`config.mk`:
```
export PLATFORM = sky130hd
export DESIGN_NAME = counter_cmd_sequencer_flat
export DESIGN_NICKNAME = d
export VERILOG_FILES = /design/src/rtl/counter_cmd_sequencer_pkg.sv /design/src/rtl/counter_cmd_sequencer_if.sv /design/src/rtl/counter_cmd_sequencer_run_timer.sv /design/src/rtl/counter_cmd_sequencer.sv /design/src/flat_wrapper.sv
export SDC_FILE = /design/constraint.sdc
export NUM_CORES = 1
export LEC_CHECK = 0
export ABC_AREA = 1
export BUFFER_PORTS_ARGS = -buffer_cell sky130_fd_sc_hd__buf_2
export CORE_AREA = 5 5 71 73
export DETAILED_ROUTE_END_ITERATION = 7
export DIE_AREA = 0 0 76 78
export GPL_TIMING_DRIVEN = 0
export PLACE_DENSITY = 0.88
export SYNTH_ARGS = -nofsm -noshare
export SYNTH_HDL_FRONTEND = slang
export SYNTH_HIERARCHICAL = 1
export SYNTH_SLANG_ARGS = --single-unit
```
`constraint.sdc`:
```
create_clock -name clk -period 1.74 [get_ports clk]
set_clock_uncertainty 0.1 [all_clocks]
set_input_delay 0.174 -clock clk [delete_from_list [all_inputs] [get_ports clk]]
set_output_delay 0.174 -clock clk [all_outputs]
set_load 0.03 [all_outputs]
```
`src/rtl/counter_cmd_sequencer_pkg.sv`:
```
// Shared types and defaults for the counter command sequencer: command
// opcodes, FSM state encoding and the acceptance-time next-state decode.
package counter_cmd_sequencer_pkg;

   localparam int DEF_DATA_W = 8;
   localparam int DEF_EVT_W  = 8;

   typedef enum logic [1:0] {
      OP_LOAD   = 2'd0,
      OP_UP     = 2'd1,
      OP_DOWN   = 2'd2,
      OP_SETMAX = 2'd3
   } cmd_op_e;

   typedef enum logic [1:0] {
      S_IDLE = 2'd0,
      S_LOAD = 2'd1,
      S_RUN  = 2'd2,
      S_DONE = 2'd3
   } seq_state_e;

   // State entered right after a command is accepted. SETMAX and zero-length
   // runs have nothing to drive, so they report completion immediately.
   function automatic seq_state_e accept_state(input cmd_op_e op, input logic arg_zero);
      seq_state_e ns;
      case (op)
         OP_LOAD:   ns = S_LOAD;
         OP_SETMAX: ns = S_DONE;
         default:   ns = arg_zero ? S_DONE : S_RUN;
      endcase
      return ns;
   endfunction

endpackage

```
`src/rtl/counter_cmd_sequencer_if.sv`:
```
// Command handshake bundle between a command source (master) and the
// counter command sequencer (slave).
interface counter_cmd_sequencer_if
   import counter_cmd_sequencer_pkg::*;
#(
   parameter int DATA_W = DEF_DATA_W
);

   logic              cmd_valid;
   logic              cmd_ready;
   cmd_op_e           cmd_op;
   logic [DATA_W-1:0] cmd_arg;

   modport master (
      output cmd_valid,
      output cmd_op,
      output cmd_arg,
      input  cmd_ready
   );

   modport slave (
      input  cmd_valid,
      input  cmd_op,
      input  cmd_arg,
      output cmd_ready
   );

endinterface

```
`src/rtl/counter_cmd_sequencer_run_timer.sv`:
```
// Run-length timer: holds the number of enable cycles still to issue for an
// UP/DOWN run and flags the final one.
module seq_run_timer
   import counter_cmd_sequencer_pkg::*;
#(
   parameter int DATA_W = DEF_DATA_W
) (
   input  logic              clk,
   input  logic              rst_n,
   input  logic              load,
   input  logic [DATA_W-1:0] load_val,
   input  logic              dec,
   input  logic              clr,
   output logic              last
);

   logic [DATA_W-1:0] remaining;

   // Load the run length at acceptance, drop to zero on abort, count down per enable cycle.
   always_ff @(posedge clk or negedge rst_n) begin
      if (!rst_n) begin
         remaining <= '0;
      end else if (load) begin
         remaining <= load_val;
      end else if (clr) begin
         remaining <= '0;
      end else if (dec && (remaining != '0)) begin
         remaining <= remaining - 1'b1;
      end
   end

   assign last = (remaining == DATA_W'(1));

endmodule

```
`src/rtl/counter_cmd_sequencer.sv`:
```
// Counter command sequencer: accepts LOAD/UP/DOWN/SETMAX commands and turns
// them into cycle-exact load/enable/up_down/max_count drive for a
// programmable counter, reporting completion and per-run tc/zero statistics.
// Every output is a flop; the drive flops are loaded from the state being
// entered so they line up exactly with the FSM state.
module counter_cmd_sequencer
   import counter_cmd_sequencer_pkg::*;
#(
   parameter int DATA_W = DEF_DATA_W,
   parameter int EVT_W  = DEF_EVT_W
) (
   input  logic                    clk,
   input  logic                    rst_n,
   counter_cmd_sequencer_if.slave  cmd_if,
   input  logic                    abort,
   output logic                    cnt_load,
   output logic                    cnt_enable,
   output logic                    cnt_up_down,
   output logic [DATA_W-1:0]       cnt_load_value,
   output logic [DATA_W-1:0]       cnt_max_count,
   input  logic                    cnt_tc,
   input  logic                    cnt_zero,
   output logic                    done,
   output logic                    aborted,
   output logic [EVT_W-1:0]        tc_events,
   output logic                    zero_seen
);

   seq_state_e state_q;
   seq_state_e state_d;
   logic       ready_q;
   logic       accept;
   logic       run_cmd;
   logic       run_start;
   logic       abort_run;
   logic       run_last;

   // Saturating increment for the tc statistic.
   function automatic logic [EVT_W-1:0] sat_inc(input logic [EVT_W-1:0] v);
      return (&v) ? v : v + 1'b1;
   endfunction

   assign cmd_if.cmd_ready = ready_q;
   assign accept    = cmd_if.cmd_valid && ready_q;
   assign run_cmd   = (cmd_if.cmd_op == OP_UP) || (cmd_if.cmd_op == OP_DOWN);
   assign run_start = accept && run_cmd;
   // abort only has meaning while enable cycles are being issued
   assign abort_run = (state_q == S_RUN) && abort;

   seq_run_timer #(
      .DATA_W   (DATA_W)
   ) u_run_timer (
      .clk      (clk),
      .rst_n    (rst_n),
      .load     (run_start),
      .load_val (cmd_if.cmd_arg),
      .dec      (state_q == S_RUN),
      .clr      (abort_run),
      .last     (run_last)
   );

   // FSM state register.
   always_ff @(posedge clk or negedge rst_n) begin
      if (!rst_n) begin
         state_q <= S_IDLE;
      end else begin
         state_q <= state_d;
      end
   end

   // Next-state decode; IDLE and DONE both accept, which gives back-to-back issue.
   always_comb begin
      state_d = state_q;
      unique case (state_q)
         S_IDLE, S_DONE: begin
            if (accept) begin
               state_d = accept_state(cmd_if.cmd_op, cmd_if.cmd_arg == '0);
            end else begin
               state_d = S_IDLE;
            end
         end
         S_LOAD: state_d = S_DONE;
         S_RUN: begin
            if (abort || run_last) begin
               state_d = S_DONE;
            end
         end
         default: state_d = S_IDLE;
      endcase
   end

   // Handshake and counter strobes, registered from the state being entered.
   always_ff @(posedge clk or negedge rst_n) begin
      if (!rst_n) begin
         ready_q    <= 1'b1;
         cnt_load   <= 1'b0;
         cnt_enable <= 1'b0;
         done       <= 1'b0;
         aborted    <= 1'b0;
      end else begin
         ready_q    <= (state_d == S_IDLE) || (state_d == S_DONE);
         cnt_load   <= (state_d == S_LOAD);
         cnt_enable <= (state_d == S_RUN);
         done       <= (state_d == S_DONE);
         aborted    <= abort_run;
      end
   end

   // Command payload captured at acceptance; held until a command of the same kind replaces it.
   always_ff @(posedge clk or negedge rst_n) begin
      if (!rst_n) begin
         cnt_up_down    <= 1'b0;
         cnt_load_value <= '0;
         cnt_max_count  <= '1;
      end else if (accept) begin
         case (cmd_if.cmd_op)
            OP_LOAD:   cnt_load_value <= cmd_if.cmd_arg;
            OP_UP:     cnt_up_down    <= 1'b1;
            OP_DOWN:   cnt_up_down    <= 1'b0;
            OP_SETMAX: cnt_max_count  <= cmd_if.cmd_arg;
            default:   ;
         endcase
      end
   end

   // Run statistics: cleared when a run starts, accumulated only on enable cycles.
   always_ff @(posedge clk or negedge rst_n) begin
      if (!rst_n) begin
         tc_events <= '0;
         zero_seen <= 1'b0;
      end else if (run_start) begin
         tc_events <= '0;
         zero_seen <= 1'b0;
      end else if (cnt_enable) begin
         if (cnt_tc) begin
            tc_events <= sat_inc(tc_events);
         end
         if (cnt_zero) begin
            zero_seen <= 1'b1;
         end
      end
   end

endmodule

```
`src/flat_wrapper.sv`:
```
// flat-port wrapper written by rule: the top's interface ports become plain ports
module counter_cmd_sequencer_flat import counter_cmd_sequencer_pkg::*;
#(
   parameter int DATA_W = DEF_DATA_W,
   parameter int EVT_W  = DEF_EVT_W
)
  (clk, rst_n, abort, cnt_load, cnt_enable, cnt_up_down, cnt_load_value, cnt_max_count, cnt_tc, cnt_zero, done, aborted, tc_events, zero_seen, cmd_if_cmd_valid, cmd_if_cmd_op, cmd_if_cmd_arg, cmd_if_cmd_ready);
  counter_cmd_sequencer_if #(.DATA_W(DATA_W)) cmd_if_i ();
  input  logic clk;
  input  logic rst_n;
  input  logic abort;
  output logic cnt_load;
  output logic cnt_enable;
  output logic cnt_up_down;
  output logic [DATA_W-1:0] cnt_load_value;
  output logic [DATA_W-1:0] cnt_max_count;
  input  logic cnt_tc;
  input  logic cnt_zero;
  output logic done;
  output logic aborted;
  output logic [EVT_W-1:0] tc_events;
  output logic zero_seen;
  input wire logic [$bits(cmd_if_i.cmd_valid)-1:0] cmd_if_cmd_valid;
  input wire logic [$bits(cmd_if_i.cmd_op)-1:0] cmd_if_cmd_op;
  input wire logic [$bits(cmd_if_i.cmd_arg)-1:0] cmd_if_cmd_arg;
  output wire logic [$bits(cmd_if_i.cmd_ready)-1:0] cmd_if_cmd_ready;
  assign cmd_if_i.cmd_valid = cmd_if_cmd_valid;
  assign cmd_if_i.cmd_op = cmd_if_cmd_op;
  assign cmd_if_i.cmd_arg = cmd_if_cmd_arg;
  assign cmd_if_cmd_ready = cmd_if_i.cmd_ready;
  counter_cmd_sequencer #(.DATA_W(DATA_W), .EVT_W(EVT_W)) u_core (.clk(clk), .rst_n(rst_n), .cmd_if(cmd_if_i), .abort(abort), .cnt_load(cnt_load), .cnt_enable(cnt_enable), .cnt_up_down(cnt_up_down), .cnt_load_value(cnt_load_value), .cnt_max_count(cnt_max_count), .cnt_tc(cnt_tc), .cnt_zero(cnt_zero), .done(done), .aborted(aborted), .tc_events(tc_events), .zero_seen(zero_seen));
endmodule
```
### Word-level counts from Yosys, hierarchy flattened

Cells that the tools add are included.

* bits in registers: 41
* input port bits: 16
* word-level logic and storage cells: 65

* add/subtract/negate cells: 2
* equality and inequality tests: 11
* muxes and demuxes: 16
* reductions and logical operators: 24

Operators by type and width (number)
* $mux 8: 7
* $eq 2x2->1 const B: 6
* $add 8x1->8 const B: 1
* $eq 8x1->1 const B: 1
* $logic_not 8->1: 1
* $reduce_and 2->1: 4
* $reduce_and 8->1: 1
* $reduce_bool 2->1: 4
* $reduce_bool 8->1: 1
* $sub 8x1->8 const B: 1
* $eq 2x1->1 const B: 3
* $logic_not 2->1: 3
* $pmux 2 s3: 1
* $logic_and 1x1->1: 4
* $mux 1: 4
* $mux 2: 2
* $pmux 2 s2: 1
* $logic_or 1x1->1: 3
* $reduce_and 3->1: 1
* $reduce_bool 3->1: 1
* $ne 2x1->1 const B: 1
* $pmux 1 s2: 1
* $reduce_or 2->1: 1

### Logic depth before layout (Yosys ltp)

* word-level depth: 7
* mapped depth: 12
* gate-level depth less buffers: 12

### Cells and area by module

The synthesis kept the hierarchy.

By module, submodules not included
* counter_cmd_sequencer: times used 1, cells each 188, area an instance 1632.8 um^2
* seq_run_timer: times used 1, cells each 91, area an instance 665.6 um^2

### Least setup slack after synthesis

OpenSTA, ideal clock, no wires.

* kind: reg-to-reg
* start: register u_core.ready_q, in the netlist u_core/cmd_if.cmd_ready
* end: register u_core.u_run_timer.remaining[2]
* setup time: 125 ps
* arrival time: 1487 ps
* slack: 28 ps
* cell stages (with the launch flop): 9
* buffers on the path: 1
* period minus slack after synthesis: 1712 ps
* cell sequence: dfstp_2 > nand2_2 > nor2_4 > buf_2 > nor2_4 > o21ai_0 > a21oi_1 > o21ai_0 > o21ai_2

* word-level cells in the longest chain between the ends: 3

RTL lines
* start, declared: RTL line counter_cmd_sequencer.sv:31 `logic ready_q;`
* start signal, assigned: RTL line counter_cmd_sequencer.sv:101 `ready_q <= (state_d == S_IDLE) || (state_d == S_DONE);`
* $logic_and 1x1->1 (*): RTL line counter_cmd_sequencer.sv:44 `assign accept = cmd_if.cmd_valid && ready_q;`
* $logic_and 1x1->1 (*): RTL line counter_cmd_sequencer.sv:46 `assign run_start = accept && run_cmd;`
* named net u_core.run_start: RTL line counter_cmd_sequencer.sv:34 `logic run_start;`
* $reduce_bool 3->1 (no source line) / $mux 8 (equally long branches)
* end signal, assigned: RTL line counter_cmd_sequencer_run_timer.sv:24 `remaining <= load_val;`
* end signal, assigned: RTL line counter_cmd_sequencer_run_timer.sv:28 `remaining <= remaining - 1'b1;`
* end, declared: RTL line counter_cmd_sequencer_run_timer.sv:17 `logic [DATA_W-1:0] remaining;`

Mark *: on every way through the listed nets, which the timed path passes. The rest lies on a longest branch.
A chain may end at the register's enable or synchronous reset.

### Final worst setup path

* start: register u_core.u_run_timer.remaining[0]
* end: register u_core.ready_q, in the netlist u_core/cmd_if.cmd_ready

* word-level cells in the longest chain between the ends: 6

RTL lines
* $eq 8x1->1 (*): RTL line counter_cmd_sequencer_run_timer.sv:32 `assign last = (remaining == DATA_W'(1));`
* named net u_core.run_last: RTL line counter_cmd_sequencer.sv:36 `logic run_last;`
* $logic_or 1x1->1 (*): RTL line counter_cmd_sequencer.sv:84 `if (abort || run_last) begin`
* $mux 2 (*): RTL line counter_cmd_sequencer.sv:84
* $pmux 2 s3 (*): RTL line counter_cmd_sequencer.sv:74 `unique case (state_q)`
* $eq 2x2->1 / $logic_not 2->1 (equally long branches): RTL line counter_cmd_sequencer.sv:101
* $logic_or 1x1->1 (*): RTL line counter_cmd_sequencer.sv:101

Marks and branches as above.

==> summary by stage <==
Run status
The flow ran to the end, and the final reports show no timing, DRC or antenna violations.

CTS
The depth of the CTS H-tree is 2. The tree built by TritonCTS fans out to 41 sinks. The clock passes through at most 2 buffers. TritonCTS built the clock tree. The clock-pin slew reported for the worst setup and hold paths after clock tree synthesis is 0.08 ns. Buffers inserted during clock tree synthesis total 5.

The cell at the root of the clock tree is clkbuf_8. The later pin in the worst-skew pair is clocked with a latency of 0.29 ns.

Global route
The overflow left after global routing is 0. The largest net degree at the start of global routing is 42. The first global-routing pass estimated 8804 um of wire.

The number of global-route vias before repair is 1991. The initial antenna violation count is 0. The combined global-route utilization of all metal layers is 0.1787.

Placed design
The congestion estimate from routability-driven global placement came to 0.9206. In this run the tool buffered the top-level ports with 46 buffer cells. The placed instance count is 377. Detailed placement finished with a half-perimeter wire length of 3797 um.

Detailed routing
After the first detailed-routing iteration, the DRC count stood at 100. The detailed-route DRC error count is 0. After detailed routing, the total wire length is 5184 um. Before antenna repair, the detailed router went through 5 iterations. Across all layers, the routed design uses 1951 vias. After detailed routing, the number of vias per cell comes to 4.952.

In the final routed layout, each cell accounts on average for 13.16 um. Once detail routing completed, the nets flagged for antenna violations numbered 0.

Worst setup path
The critical path ends at u_core/cmd_if.cmd_ready. The critical register-to-register path endpoint is u_core/cmd_if.cmd_ready. Walking the worst path, the cells encountered are ha_1 > nand2_1 > nor2_1 > nor2_1 > nand2_1 > nand2_1 > nand2_1 > nand2_2 > o21ai_2 > ha_1. The critical path required time is 1.86 ns. The worst reg-to-reg path cell count is 10. The startpoint class of the critical path is a register. In this run the worst setup path begins at u_core/u_run_timer/remaining[0]. The maximum fanout count along the critical path is 4.

The slack of the worst reg-to-reg path is 0.09 ns. The critical-path cell with the highest stage delay is dfrtp_1. The largest stage delay on the critical path is 0.42 ns. The critical register-to-register path startpoint is u_core/u_run_timer/remaining[0]. The cell type with the highest occurrence count on the critical path is nand2_1.

The count of buffer and inverter cells on the critical path is 0. The critical path crosses 10 cells after its start point. Data arrives at the worst endpoint at 1.77 ns. The worst setup path is captured at a register.

The category of the critical setup timing path is reg -> reg. The kind of cell with the highest combined delay along the critical path is adder cells.

Floorplan
In this run the count of I/O pins placed on the die edge is 47. The effective utilization at floorplan is 0.5353. The overall die width is 76 um.

The die covers 5928 um^2. The total area inside the core boundary comes to 4294 um^2. The floorplan row count is 24. From bottom edge to top edge, the die measures 78 um.

Cells and area
The final design utilization is 0.6553. The fraction of final layout cells sized beyond drive strength 1 is 0.3304. The antenna diode instance count is 0. The number of standard cells in the final layout excluding fillers is 394. The number of filler instances in the final layout is 356. The area growth from synthesis to layout is 22.43%. The area used by multi-input combinational logic is 1100 um^2. The number of nets at the end of the flow is 370. The sequential cells in the finished layout cover a total of 1039 um^2.

Synth
The largest family of logic cells by synthesized area is simple AND/OR/NAND/NOR gates. The netlist uses 26 different library cells. The portion of netlist area occupied by mux cells is 0. The sequential cell area fraction in the yosys report is 0.4513. The synthesized-area fraction occupied by ao, oa, aoi and oai cells is 0.1007. The number of enable-type register cells in the synthesized netlist is 0. The basic-gate share of the synthesized area counting and, or, nand and nor cells is 0.2956. Of all flip-flops after synthesis, the portion carrying an async set or reset was 1.000. In this run the cell area of the synthesized design comes to 2298 um^2.

Yosys printed 6 warnings. The share of synthesized cell area in full adder, half adder and majority cells is 0.07077. The flip-flop cell with the highest count after synthesis is dfrtp_1.

The xor-xnor portion of the synthesized cell area is 0.007621. The gate count after technology mapping is 279. The total nets after synthesis is 308. A synthesized cell averages 8.238 um^2. After synthesis the netlist holds a flip-flop and latch count of 41.

Timing
The max-slew violation total from the final report was 0. The ratio of final minimum period to clock period is 0.9509. The worst max-slew margin expressed relative to the limit is 0.4137.

The final hold violation count is 0. The number of setup violations in the final report is 0. The final critical path time including I/O delays and setup is 1.655 ns.

At the pin with the least slew margin, the transition time is 0.8795 ns. Based on the critical path, the design can be clocked at up to 604.4 MHz.

Hold path
The class of the tightest hold or removal check is in -> reg.

Pwr
The worst-case IR drop observed on VDD is 1.013 mV. The leakage component of the power is 1.560 nW. The power per cell area is 1894 nW/um^2.

Job
Max-cap violations in this run came to 0.
-- Yosys cell counts, types with 4 or more instances --
library cell	n	area share
o21ai_0	25	0.054
buf_2	4	0.0087
dfrtp_1	32	0.35
nand3_1	17	0.037
dfstp_2	9	0.10
inv_1	33	0.054
ha_1	13	0.071
o21ai_1	5	0.011
nand2_2	9	0.024
nand2_1	79	0.13
o21ai_2	4	0.015
inv_2	4	0.0065
nor2_1	23	0.038
nor2_4	7	0.034
-- routing by layer --
layer / routed length [um] / share of wire / GRT usage / vias up
li1: - / - / - / 990
met1: 2213 / 0.43 / 0.2198 / 900
met2: 2573 / 0.50 / 0.3091 / 58
met3: 358 / 0.069 / 0.05440 / 3
met4: 39 / 0.0075 / 0.03737 / 0
met5: 0 / 0 / 0 / -
-- power breakdown --
group          total [mW]  switching, mW  internal (mW)
Combinational        2.73           1.79          0.938
Sequential           1.69          0.269           1.42
Clock               0.909          0.339          0.570
-- per-stage QoR --
stage               hold WS (ns)  cell area (um^2)  setup slack, ns  setup TNS (ns)  power [mW]
floorplan                -0.2216              2298          0.02795               0       3.590
global placement          0.2464              2594         -0.09497         -0.4255       4.154
detailed placement        0.2505              2594          -0.1022         -0.6852       4.269
CTS                      0.03460              2744         0.009802               0       5.224
global route             0.04688              2814        -0.004101       -0.004101       5.728
finish                   0.04892              2814          0.08548               0       5.330
-- timing repair --
item,CTS,global route
hold buffers,1,0
resized for setup,4,7
endpoints found under the hold margin,32,0
pin swaps,1,4
endpoints found under the setup margin,4,10
setup buffers,0,8
-- cell type report --
| type | count | area share |
|---|---|---|
| multi-input combinational | 196 | 0.3908 |
| sequential | 41 | 0.3691 |
| timing repair buffer | 55 | 0.1067 |
| inverter | 37 | 0.04936 |
| clock buffer | 5 | 0.02446 |
| clock inverter | 3 | 0.02312 |
| tap | 52 | 0.02312 |
| buffer | 5 | 0.01334 |
-- cell families (layout without fill, tap and decap cells) --
logic type	count (synthesis)	in the layout
compound gates	39	39
simple gates	142	142
buf+inv	42	105
xor+xnor	2	2
flops	41	41
fa+ha+maj	13	13
-- placed cells by master, fill, tap and decap left out, drive strengths merged --
cell         count
a21o             1
clkinv           1
buf             59
a21oi            1
ha              13
xor2             2
dlygate4sd3      1
inv             37
nand3b           1
o21bai           1
nand2           92
dfrtp           32
o21ai           35
bufinv           2
a31o             1
nor3             1
clkbuf           5
nor2            30
nand3           18
dfstp            9
-- how the worst min path moves through the flow --
stage	slack, ns	startpoint	depth (start not counted)	end
after floorplan	-0.22	rst_n	0	u_core/aborted
after detailed placement	0.25	rst_n	1	u_core/cnt_load
after global routing	0.05	abort	3	u_core/aborted
after CTS	0.03	cmd_if_cmd_arg[7]	3	u_core/cnt_max_count[7]
after global placement	0.25	rst_n	1	u_core/done
final	0.05	cmd_if_cmd_arg[2]	3	u_core/cnt_max_count[2]
-- sequential cells by signal (all words and copies together) (netlist names) --
name / cells
u_core/cnt_load_value: 8
u_core/cnt_max_count: 8
u_core/tc_events: 8
u_core/u_run_timer/remaining: 8
u_core/state_q: 2
u_core/aborted: 1
u_core/cmd_if.cmd_ready: 1
u_core/cnt_enable: 1
u_core/cnt_load: 1
u_core/cnt_up_down: 1
u_core/done: 1
u_core/zero_seen: 1
-- worst reg2reg max path, stage by stage (launching register included) --
cell and delay [ns]:
dfrtp_1 0.42, ha_1 0.21, nand2_1 0.07, nor2_1 0.05, nor2_1 0.11, nand2_1 0.06, nand2_1 0.05, nand2_1 0.07
nand2_2 0.08, o21ai_2 0.07, ha_1 0.29
(Power assumes the default switching activity.)
